## src/rtl/mvu_xnor_fold_ctrl.sv

```systemverilog
// Fold sequencer for the XNOR matrix-vector stream unit.
// Walks SF/NF folds, issues buffer/weight addresses and accumulator tags.
module mvu_xnor_fold_ctrl #(
  parameter int SF      = 4,
  parameter int NF      = 2,
  parameter int ACC_LAT = 2,
  parameter int SFW     = (SF > 1) ? $clog2(SF) : 1,
  parameter int WAW     = (SF * NF > 1) ? $clog2(SF * NF) : 1
) (
  input  logic           clk,
  input  logic           rst_n,
  input  logic           in_v,
  output logic           in_rdy,
  input  logic           out_rdy,
  output logic           out_v,
  output logic           do_mvau_stream,
  output logic           act_sel,
  output logic           ibuf_we,
  output logic [SFW-1:0] ibuf_addr,
  output logic [WAW-1:0] wmem_addr,
  output logic           acc_en,
  output logic           acc_ld
);

  localparam int NFW   = (NF > 1) ? $clog2(NF) : 1;
  localparam int DEPTH = ACC_LAT + 1;

  typedef enum logic {
    FILL,
    REUSE
  } state_e;

  typedef struct packed {
    logic valid;
    logic first;
    logic last;
  } tag_t;

  state_e         state_q, state_d;
  logic [SFW-1:0] sf_cnt_q, sf_cnt_d;
  logic [NFW-1:0] nf_cnt_q, nf_cnt_d;
  tag_t           tag_q [1:DEPTH];
  tag_t           tag_d [1:DEPTH];

  logic stall;
  logic pipe_en;
  logic beat;
  logic sf_last;
  logic nf_last;
  tag_t new_tag;

  assign sf_last = (sf_cnt_q == SFW'(SF - 1));
  assign nf_last = (nf_cnt_q == NFW'(NF - 1));

  assign out_v  = tag_q[DEPTH].valid & tag_q[DEPTH].last;
  assign acc_en = tag_q[ACC_LAT].valid;
  assign acc_ld = tag_q[ACC_LAT].valid & tag_q[ACC_LAT].first;

  // A held result freezes counters and the whole tag pipeline.
  assign stall          = out_v & ~out_rdy;
  assign pipe_en        = ~stall;
  assign do_mvau_stream = pipe_en;

  assign ibuf_addr = sf_cnt_q;
  assign wmem_addr = WAW'(nf_cnt_q) * WAW'(SF) + WAW'(sf_cnt_q);

  always_comb begin
    state_d  = state_q;
    sf_cnt_d = sf_cnt_q;
    nf_cnt_d = nf_cnt_q;
    in_rdy   = 1'b0;
    act_sel  = 1'b0;
    beat     = 1'b0;
    unique case (state_q)
      FILL: begin
        in_rdy = pipe_en;
        beat   = pipe_en & in_v;
      end
      REUSE: begin
        act_sel = 1'b1;
        beat    = pipe_en;
      end
      default: ;
    endcase
    if (beat) begin
      if (sf_last) begin
        sf_cnt_d = '0;
        if (nf_last) nf_cnt_d = '0;
        else         nf_cnt_d = nf_cnt_q + 1'b1;
      end else begin
        sf_cnt_d = sf_cnt_q + 1'b1;
      end
    end
    state_d = (nf_cnt_d == '0) ? FILL : REUSE;
  end

  assign ibuf_we = beat & ~act_sel;

  always_comb begin
    new_tag.valid = beat;
    new_tag.first = beat & (sf_cnt_q == '0);
    new_tag.last  = beat & sf_last;
  end

  always_comb begin
    for (int i = 1; i <= DEPTH; i++) tag_d[i] = tag_q[i];
    if (pipe_en) begin
      tag_d[1] = new_tag;
      for (int i = 2; i <= DEPTH; i++) tag_d[i] = tag_q[i-1];
    end
  end

  always_ff @(posedge clk) begin
    if (!rst_n) begin
      state_q  <= FILL;
      sf_cnt_q <= '0;
      nf_cnt_q <= '0;
      for (int i = 1; i <= DEPTH; i++) tag_q[i] <= '0;
    end else begin
      state_q  <= state_d;
      sf_cnt_q <= sf_cnt_d;
      nf_cnt_q <= nf_cnt_d;
      for (int i = 1; i <= DEPTH; i++) tag_q[i] <= tag_d[i];
    end
  end

endmodule

```

## config.mk

```make
export PLATFORM = sky130hd
export DESIGN_NAME = mvu_xnor_fold_ctrl
export DESIGN_NICKNAME = d
export VERILOG_FILES = /design/src/rtl/mvu_xnor_fold_ctrl.sv
export SDC_FILE = /design/constraint.sdc
export NUM_CORES = 1
export LEC_CHECK = 0
export CAP_MARGIN = 20
export CORE_AREA = 8 8 45 47
export CTS_CLUSTER_DIAMETER = 30
export DETAILED_ROUTE_END_ITERATION = 10
export DIE_AREA = 0 0 53 55
export PLACE_DENSITY = 0.71
export SLEW_MARGIN = 20
export SYNTH_ARGS = -nofsm -noshare
export SYNTH_HDL_FRONTEND = slang
export SYNTH_SLANG_ARGS = --single-unit
export TNS_END_PERCENT = 20
```

## constraint.sdc

```tcl
create_clock -name clk -period 1.5 [get_ports clk]
set_input_delay 0.375 -clock clk [delete_from_list [all_inputs] [get_ports clk]]
set_output_delay 0.375 -clock clk [all_outputs]
set_load 0.01 [all_outputs]
```

Yosys cells after proc, flatten, opt, wreduce, memory -nomap -nowiden. Memory sizes are Yosys's and may differ from the RTL's. Cells that the tools add are included.

Register bits after elaboration: 4. Memory bits (writable): 9. Input port bits: 4. Output and inout bits: 12. Logic and storage cells: 37. Memories: 1.

Memories: tag_q (depth 3, width 3, rd ports 3, clocked after memory_dff 0, wr ports 3, RTL line 42) `tag_t tag_q [1:DEPTH];`.

Add/sub/neg operators: 3. Equality and inequality tests: 1. Muxes and demuxes: 14. Bitwise operators: 14. Reductions and logical operators: 1.

Operators with widths (count): 3-bit two-way mux (3); 9-bit two-way mux (1); 1-bit two-way mux (8); 1-bit AND (7); 1-bit inverter (4); 3-bit by 2-bit adder with 3-bit output (1); 1-bit OR (3); 2-bit by 1-bit adder with 2-bit output, second input constant (1); 2-bit == test, second input constant (1); 2-bit logical NOT (1); 2-bit two-way mux (1); 1-bit case mux with 2 select lines (1); 1-bit adder, second input constant (1).

Depth between registers and ports, before layout.
Depth after elaboration: 8. Mapped depth: 5. Depth with buffers taken out: 4.

Worst setup path before layout. OpenSTA, ideal clock, no wires.

Path kind: input -> output. Start point: input port out_rdy. End point: output port ibuf_we. Data arrival time: 1.061 ns. Required time: 1.125 ns. Slack: 0.064 ns. Stages: 4. Path buffers: 1. Path through: and3b_1 -> buf_6 -> nor2_1 -> and2_1.

Longest elaborated chain between the ends: 6.

RTL lines: from (decl) (RTL line 14) `input logic out_rdy,`; 1-bit inverter (*) (RTL line 60) `assign stall = out_v & ~out_rdy;`; 1-bit AND (*) (RTL line 60); 1-bit inverter (*) (RTL line 61) `assign pipe_en = ~stall;`; 1-bit AND (RTL line 77) `beat = pipe_en & in_v;`; 1-bit case mux with 2 select lines (*) (RTL line 74) `unique case (state_q)`; 1-bit AND (*) (RTL line 97) `assign ibuf_we = beat & ~act_sel;`; to (decl) (RTL line 18) `output logic ibuf_we,`.

Mark *: on every way between the ends. The rest lies on a longest branch, timed or not.

==> impl_metrics.ini <==
[clock_network]
hold_buffers = 0
clockBufferDepth = 2
clk_latency_ps = 260
path_clk_slew_ps = 70
h-tree-depth = 1
root_buffer = clkbuf_4
cts_buffers = 3
cts_tree = done
cts.sinks = 11

[critical_path]
crit_path_start_kind = flip-flop
crit_chain = and3b_2 -> nor2_2 -> and2_1 -> buf_2
path_max_fanout = 2
crit_type = reg -> out
crit_arrival_ps = 1130
cpLargestDelayFamily = simple AND/OR/NAND/NOR gates
rrSetupSlack_ps = 240
crit_path_end_kind = output pin
worst-path-buf-inv = 1
cp_slowest_stage_delay_ps = 300
cp_data_required_time_ps = 1120
cp_slowest_cell = dfxtp_1

[placement]
finalWeightedCongestion = 0.7288
place_ws_ps = -684.9
dp_hpwl_um = 766.7
io_buffers = 15

[drt]
vias = 458
wl_um = 996
ant_nets = 0
drt_pass1_iterations = 4
drt_iter0_markers = 11
wl_per_cell_um = 10.38
drc = 0
via_per_inst = 4.771

[floorplanning]
fp.dieH_um = 55
fp.dieW_um = 53
core_area_sq_um = 1384
placementRows = 14
initial_core_util_pct = 36.89
num_io_pins = 16
die_area_sq_um = 2915

[grt]
grt_max_degree = 15
grt_use_total_pct = 8.046
grt_pass1_vias = 436
grt_overflow_total = 0
antenna_found_initial = 0
grt_pass1_wl_mm = 1.725

[hold_path]
min_path_type = reg -> reg

[power_and_ir_drop]
leakage_nw = 0.3423
max-vdd-ir-drop_mv = 0.3667
p_per_area_nw_per_um2 = 826.8

[finish]
mostFrequentLayoutCell = nand2_1
syn_to_final_growth_pct = 40.69
fill_cells = 144
drive_gt1_share_pct = 25.00
layout_common_cells = 13 x nand2_1, 10 x dfxtp_1, 9 x dlygate4sd2_1
n_antenna_cell = 0
nNetsFinal = 87

[synth]
ys_types = 20
synth-seq-area-share_pct = 43.14
post_synth_instance_area_sq_um = 510.5
syn_nets = 64
synth_warnings = 0
postSynthCellCount = 58
yosys_register_bits = 11
avgSynthCellArea_sq_um = 8.802

[timing]
slew_headroom_pct = 90.38
finalWorstSetupSlack_ps = -7.423
drv_slew = 0
period_share_pct = 100.5
setup_viol = 1
finalSetupTns_ps = -7.423
hold_violations = 0
rsz0062_at_grt = yes
fin_skew_ps = 3.559
worst_pin_slew_ps = 143.1
holdWs_ps = 457.5
period_needed_ps = 1507
max_freq_mhz = 663.4

[run_status]
violations = setup timing
status = finished, violations left

[job]
maxCapViolations = 0
==> metal layers <==
metal / track usage (%) / routed length, um
met4: 6.466 / 23
met3: 3.209 / 89
met2: 11.52 / 425
met1: 9.313 / 458
met5: 0 / 0
==> kinds of logic after synthesis <==
family	Yosys count	share of synthesized area [%]
and+or+nand+nor	26	25.25
buffers and inverters	8	10.05
muxes	2	3.922
AOI/OAI and AO/OA	9	12.74
adders and majority gates	2	4.901
DFF	11	43.14
==> sequential cells by signal, summed over array words and instances, names as in the netlist <==
name / cells
tag_q: 8
ibuf_addr: 2
nf_cnt_q: 1
==> cells in the mapped netlist, drive strengths merged <==
cell    instances  area (sq um)
nand4           1         6.260
ha              2         25.02
nor2            2         7.510
inv             3         13.77
a21boi          5         37.54
nand3           2         10.01
mux2i           2         20.02
dfxtp          11         220.2
clkbuf          1         3.750
o21ai           1         5.000
and2            5         33.78
buf             4         33.78
o21a            3         22.52
nand3b          1         7.510
and3b           1         8.760
nand2          13         48.80
or2             1         6.260
==> repair_timing <==
action	in CTS	in global routing
gates resized for setup	27	1
setup buffers	1	0
gates cloned	0	0
setup endpoints to repair	14	3
pin swaps	2	2
==> metrics by stage <==
| step | cells | power, mW | cell area [sq um] | util [%] |
|---|---|---|---|---|
| global route | 96 | 0.6351 | 718.2 | 51.90 |
| floorplan | 58 | 0.3695 | 510.5 | - |
| CTS | 96 | 0.6059 | 716.9 | 51.81 |
| finish | 96 | 0.5938 | 718.2 | 51.90 |
| detailed placement | 91 | 0.4176 | 695.7 | 50.27 |
| global placement | 91 | 0.4166 | 695.7 | 50.27 |
==> worst register-to-register path: stages (launching register included) <==
cell and delay, ps:
dfxtp_1 320, and3b_2 220, buf_6 110, inv_4 30
buf_4 150, and2_4 150, o21a_1 180
==> worst paths after layout <==
check / from / depth (start not counted) / to
setup / recovery: tag_q[0][9] / 4 / ibuf_we
hold / removal: tag_q[0][7] / 2 / tag_q[0][7]
setup reg to reg: tag_q[0][9] / 6 / tag_q[0][5]
hold reg to reg: tag_q[0][7] / 2 / tag_q[0][7]
==> where the power goes <==
group / switching (mW) / leakage, nW / total, mW / internal [mW]
combinational: 0.0375 / 0.237 / 0.0847 / 0.0472
clock: 0.0927 / 0.0150 / 0.195 / 0.103
sequential: 0.00839 / 0.0903 / 0.314 / 0.305
total: 0.139 / 0.342 / 0.594 / 0.455
==> final cells by class <==
| cell class | instances | area, sq um | share of cell area, % |
|---|---|---|---|
| multi-input cells | 39 | 242.7 | 33.80 |
| clock buffers | 4 | 26.28 | 3.659 |
| flip-flops and latches | 11 | 221.5 | 30.84 |
| well taps | 16 | 20.02 | 2.787 |
| repair buffers | 23 | 193.9 | 27.00 |
| inverters | 3 | 13.76 | 1.916 |
Power figures use the tool's default switching activity.
